## src/rtl/grey_init_loader.sv

```systemverilog
// Serial preload controller for the 12-digit Johnson-coded decimal counter.
// Receives INIT MSB-first one bit per cycle, checks each digit, then strobes INIT.
module grey_init_loader #(
    parameter int unsigned NDIG    = 12,
    parameter int unsigned DW      = 5,
    parameter int unsigned TIMEOUT = 255
) (
    input  logic                 CLK,
    input  logic                 RST,
    input  logic                 START,
    input  logic                 SDI,
    input  logic                 SVALID,
    output logic [NDIG*DW-1:0]   INIT,
    output logic                 INIT_STB,
    output logic                 CNT_HOLD,
    output logic                 BUSY,
    output logic                 ERR,
    output logic [3:0]           DIG_IDX
);

    localparam int unsigned W  = NDIG * DW;
    localparam int unsigned IW = 8;
    localparam int unsigned BW = 3;

    typedef enum logic [1:0] {
        S_IDLE   = 2'd0,
        S_SHIFT  = 2'd1,
        S_COMMIT = 2'd2
    } state_t;

    state_t          state;
    logic [W-2:0]    shadow;
    logic [BW-1:0]   bit_pos;
    logic [IW-1:0]   idle_cnt;
    logic [W-1:0]    shift_c;

    // Shadow with the current SDI appended; its low DW bits are the digit being completed.
    assign shift_c = {shadow, SDI};

    function automatic logic digit_legal(input logic [4:0] code);
        case (code)
            5'b00000, 5'b00001, 5'b00011, 5'b00111, 5'b01111,
            5'b11111, 5'b11110, 5'b11100, 5'b11000, 5'b10000: digit_legal = 1'b1;
            default:                                          digit_legal = 1'b0;
        endcase
    endfunction

    always_ff @(posedge CLK) begin
        if (RST) begin
            state    <= S_IDLE;
            shadow   <= '0;
            bit_pos  <= '0;
            idle_cnt <= '0;
            INIT     <= '0;
            INIT_STB <= 1'b0;
            CNT_HOLD <= 1'b0;
            BUSY     <= 1'b0;
            ERR      <= 1'b0;
            DIG_IDX  <= '0;
        end else begin
            INIT_STB <= 1'b0;
            // START begins a fresh frame from any state; a COMMIT in flight still completes.
            if (START) begin
                state    <= S_SHIFT;
                shadow   <= '0;
                bit_pos  <= '0;
                idle_cnt <= '0;
                DIG_IDX  <= '0;
                ERR      <= 1'b0;
                BUSY     <= 1'b1;
                CNT_HOLD <= 1'b1;
            end else begin
                case (state)
                    S_IDLE: begin
                        BUSY     <= 1'b0;
                        CNT_HOLD <= 1'b0;
                    end
                    S_SHIFT: begin
                        if (SVALID) begin
                            shadow   <= shift_c[W-2:0];
                            idle_cnt <= '0;
                            if (bit_pos == BW'(DW - 1)) begin
                                if (!digit_legal(shift_c[DW-1:0])) begin
                                    state    <= S_IDLE;
                                    ERR      <= 1'b1;
                                    BUSY     <= 1'b0;
                                    CNT_HOLD <= 1'b0;
                                end else if (DIG_IDX == 4'(NDIG - 1)) begin
                                    state    <= S_COMMIT;
                                    INIT     <= shift_c;
                                    INIT_STB <= 1'b1;
                                end else begin
                                    DIG_IDX <= DIG_IDX + 4'd1;
                                    bit_pos <= '0;
                                end
                            end else begin
                                bit_pos <= bit_pos + BW'(1);
                            end
                        end else if (idle_cnt == IW'(TIMEOUT - 1)) begin
                            state    <= S_IDLE;
                            ERR      <= 1'b1;
                            BUSY     <= 1'b0;
                            CNT_HOLD <= 1'b0;
                        end else begin
                            idle_cnt <= idle_cnt + IW'(1);
                        end
                    end
                    S_COMMIT: begin
                        state    <= S_IDLE;
                        BUSY     <= 1'b0;
                        CNT_HOLD <= 1'b0;
                    end
                    default: state <= S_IDLE;
                endcase
            end
        end
    end

endmodule

```

## config.mk

```make
export PLATFORM = sky130hd
export DESIGN_NAME = grey_init_loader
export DESIGN_NICKNAME = d
export VERILOG_FILES = /design/src/rtl/grey_init_loader.sv
export SDC_FILE = /design/constraint.sdc
export NUM_CORES = 1
export LEC_CHECK = 0
export ABC_CLOCK_PERIOD_IN_PS = 2100
export CORE_MARGIN = 4
export CORE_UTILIZATION = 60
export CTS_BUF_LIST = sky130_fd_sc_hd__clkbuf_4 sky130_fd_sc_hd__clkbuf_8
export DETAILED_ROUTE_END_ITERATION = 10
export DONT_BUFFER_PORTS = 1
export PLACE_DENSITY_LB_ADDON = 0.12
export SLEW_MARGIN = 20
export SYNTH_ARGS = -nofsm -noshare
export SYNTH_HDL_FRONTEND = slang
export SYNTH_SLANG_ARGS = --single-unit
export TNS_END_PERCENT = 20
```

## constraint.sdc

```tcl
create_clock -name CLK -period 2.1 [get_ports CLK]
set_input_delay 0.525 -clock CLK [delete_from_list [all_inputs] [get_ports CLK]]
set_output_delay 0.525 -clock CLK [all_outputs]
set_load 0.02 [all_outputs]
```

==> qor.log <==
qor: status.status finished, final reports clean
qor: setup_path.rrSetupSlack 0.23 ns
qor: cts.cts_tree done
qor: setup_path.worstSetupEndpointType flop
qor: setup_path.worst_r2r_path_depth 9
qor: cts.clock_insertion_delay_worst_skew 0.43 ns
qor: timing.setup_total_negative_slack 0 ns
qor: synthesis.synth_top_cell_by_area sky130_fd_sc_hd__dfxtp_1
qor: die.top_level_i_o_count 73
qor: layout.insertedDiodeCount 0
qor: setup_path.worstSetupStartpointType flop
qor: die.core-area 8258 sq um
qor: synthesis.syn_area 5130 sq um
qor: grt.vias_in_the_first_global_route 3,844
qor: setup_path.worst-setup-path-type reg2reg
qor: synthesis.synthTopCellsByArea sky130_fd_sc_hd__dfxtp_1, sky130_fd_sc_hd__nand2_1, sky130_fd_sc_hd__a21oi_1
qor: cts.clock_sink_count 139
qor: cts.cts.root.buffer_cell sky130_fd_sc_hd__clkbuf_8
qor: setup_path.timing.critical_path.slowest_stage_cell sky130_fd_sc_hd__dfxtp_1
qor: detailed_routing.drt_pre_antenna_iters 4
qor: grt.grt_first_pass_wirelength 17,690 um
qor: setup_path.timing.critical_path.required 2.46 ns
qor: die.fp-row-count 33
qor: power_and_ir_drop.final_total_power 4701 uW
qor: synthesis.post_synth.cell_area_avg 7.904 sq um
qor: synthesis.post_synthesis_instance_total 649
qor: timing.finalCriticalPeriod 1.870 ns
qor: grt.gr-usage-all-layers 21.85%
qor: timing.worst_slew_pin_slew 0.6506 ns
qor: timing.timing_max_transition_violations_final 0
qor: detailed_routing.routed_wl 10,460 um
qor: die.die_span_in_y 100.5 um
qor: cts.cts_repair_resize_count 0
qor: synthesis.synth_top_cell_area_share 54.24%
qor: timing.timing.final.setup_violations 0
qor: synthesis.synth_seq_cells 139
qor: grt.grt_max_degree 67
qor: layout.drive_gt1_share 8.702%
qor: cts.cts_buffers 17
qor: cts.cts_post_setup_buffers_inserted 0
qor: placement.gpl_wtd_cong 0.7388
qor: detailed_routing.post_drt_wl_per_cell 13.76 um
qor: synthesis.synthArstFlopShare 0%
qor: layout.fin_cells 760
qor: setup_path.cp_cell_sequence inv_1 > ha_1 > nand2_1 > nor4_1 > buf_4 > o211a_2 > buf_12 > nand2_1 > a21oi_1
qor: synthesis.ys.flop_type sky130_fd_sc_hd__dfxtp_1
qor: power_and_ir_drop.p_per_area 837.6 nW/um^2
qor: min_path.timing.hold.worst.start RST
qor: setup_path.worst_ep_arrival_time 2.23 ns
qor: cts.clock_path_buffers 2
qor: layout.area_delta_synth_final 9.390%
qor: power_and_ir_drop.max-vdd-ir-drop 0.0005195 V
qor: power_and_ir_drop.p_leak 0.001788 uW
qor: placement.placement.io_buffers 0
qor: placement.place.detailed.hpwl 6848 um
qor: layout.layout_commonest_cell sky130_fd_sc_hd__nand2_1
qor: timing.timing.max_slew.rel_slack 56.63%
qor: layout.layout.filler_cells 748
qor: setup_path.critPathMaxStageDelay 0.35 ns
qor: setup_path.cp_most_frequent_cell sky130_fd_sc_hd__nand2_1
qor: die.floorplan.initialDensity 62.12%
qor: cts.clk_pin_slew_worst_paths 0.08 ns
qor: cts.cts_hold_buf 0
qor: grt.antenna_found_initial 0
qor: setup_path.end_of_the_worst_register_to_register_path INIT[25]
qor: detailed_routing.detail_route.drc_violations 0
qor: timing.final.period_utilization 89.04%
qor: min_path.holdPathStages 1
qor: timing.rsz0062_at_grt no
qor: min_path.timing.hold.worst_endpoint INIT[33]
qor: placement.dp_cells 728
qor: setup_path.crit_family buffers and inverters
qor: die.die_width 100.5 um
qor: min_path.worst_hold_path_type in2reg
qor: setup_path.critPathBufInv 3
qor: synthesis.synth_edf_count 0
qor: timing.fin_skew 0.01004 ns
qor: detailed_routing.vias_per_cell 5.479
qor: layout.layout_common_cells sky130_fd_sc_hd__nand2_1, sky130_fd_sc_hd__dfxtp_1, sky130_fd_sc_hd__a21oi_1
qor: synthesis.synth_fp_nets 659
qor: synthesis.synth_warnings 0
qor: cts.cts_htree_levels 4
qor: job.drv_cap 0
qor: layout.final_core_utilization 67.95%
qor: layout.nets 652
qor: detailed_routing.drt-initial-drc-count 168
qor: detailed_routing.final_antenna_net_count 0
qor: timing.final-hold-violation-count 0
qor: die.design.die.area 10,090 sq um
qor: synthesis.synth_sequential_area_ratio 54.24%
qor: setup_path.start_of_the_worst_register_to_register_path bit_pos[0]
qor: detailed_routing.route.vias.total 4,164
qor: timing.fin_hold_ws 0.1529 ns
qor: timing.maxClockFrequency 534.8 MHz
qor: grt.overflow 0
qor: setup_path.maximum_fanout_encountered_on_the_critical_timing_path 36
qor: synthesis.yosys.cell_types.count 41
[registers in the layout, summed over array words and instances, names as in the netlist]
| signal | cells |
|---|---|
| state | 2 |
| BUSY | 1 |
| INIT | 60 |
| bit_pos | 3 |
| INIT_STB | 1 |
| ERR | 1 |
| DIG_IDX | 4 |
| shadow | 59 |
| idle_cnt | 8 |
[power breakdown]
group          switching [uW]  internal, uW  leakage (uW)  total (uW)
sequential               7.85          2640       0.00112        2650
combinational            85.8          25.2      0.000480         111
clock                     992           952      0.000188        1940
total                    1090          3620       0.00179        4700
[Yosys cell counts, types with 2 or more instances]
cell	instances
sky130_fd_sc_hd__nand2_1	253
sky130_fd_sc_hd__clkbuf_1	32
sky130_fd_sc_hd__xor2_1	2
sky130_fd_sc_hd__buf_1	2
sky130_fd_sc_hd__nand3b_1	3
sky130_fd_sc_hd__o211a_1	2
sky130_fd_sc_hd__xnor2_1	2
sky130_fd_sc_hd__buf_2	7
sky130_fd_sc_hd__o31ai_1	2
sky130_fd_sc_hd__a31oi_1	5
sky130_fd_sc_hd__nand4_1	2
sky130_fd_sc_hd__nand3_1	4
sky130_fd_sc_hd__nand2b_1	3
sky130_fd_sc_hd__dfxtp_1	139
sky130_fd_sc_hd__and2_1	2
sky130_fd_sc_hd__o211ai_1	2
sky130_fd_sc_hd__nor3_1	4
sky130_fd_sc_hd__a21oi_1	128
sky130_fd_sc_hd__mux2i_1	2
sky130_fd_sc_hd__a211oi_1	2
sky130_fd_sc_hd__o21ai_0	2
sky130_fd_sc_hd__ha_1	5
sky130_fd_sc_hd__or4_1	3
sky130_fd_sc_hd__nor2_1	17
sky130_fd_sc_hd__a21o_1	2
sky130_fd_sc_hd__inv_1	7
[logic make-up after synthesis]
logic type,count (synthesis),synth area share [%]
compound gates,151,16.27
mux,2,0.3903
simple gates,297,23.07
flops,139,54.24
fa+ha+maj,5,1.220
xor+xnor,4,0.6831
buf+inv,51,4.122
[stage by stage]
step | area, sq um | setup slack, ns
final | 5612 | 0.2302
after global routing | 5612 | 0.07251
after CTS | 5612 | 0.2355
after detailed placement | 5249 | 0.2433
after global placement | 5249 | 0.3079
after floorplan | 5130 | 0.2538
[layout make-up]
cell class                 count  area (sq um)  share of cell area [%]
tap                          105         131.4                   2.341
inverter                       8         30.03                  0.5351
multi-input combinational    459          2152                   38.35
timing repair buffer          17         152.6                   2.720
clock buffer                  22         296.5                   5.284
clock inverter                10         66.31                   1.182
sequential                   139          2783                   49.59
[worst max-delay path by stage]
| stage | from | to | slack [ns] | depth (start not counted) |
|---|---|---|---|---|
| 5_1_grt | bit_pos[0] | INIT[50] | 0.07 | 9 |
| 3_5_place_dp | bit_pos[0] | INIT[16] | 0.24 | 9 |
| 4_1_cts | bit_pos[0] | INIT[16] | 0.24 | 9 |
| 2_1_floorplan | DIG_IDX[0] | INIT[3] | 0.25 | 8 |
| 3_3_place_gp | shadow[1] | DIG_IDX[3] | 0.31 | 5 |
| 6_report | bit_pos[0] | INIT[25] | 0.23 | 9 |
[layer usage]
metal	track usage, %	wire length (um)	vias to the layer above	share of wire (%)
met2	35.12	4796	97	46
li1	-	-	2106	-
met3	7.820	772	17	7.4
met5	0	0	-	0
met4	9.948	215	0	2.1
met1	26.27	4676	1944	45
Power figures use the tool's default switching activity.
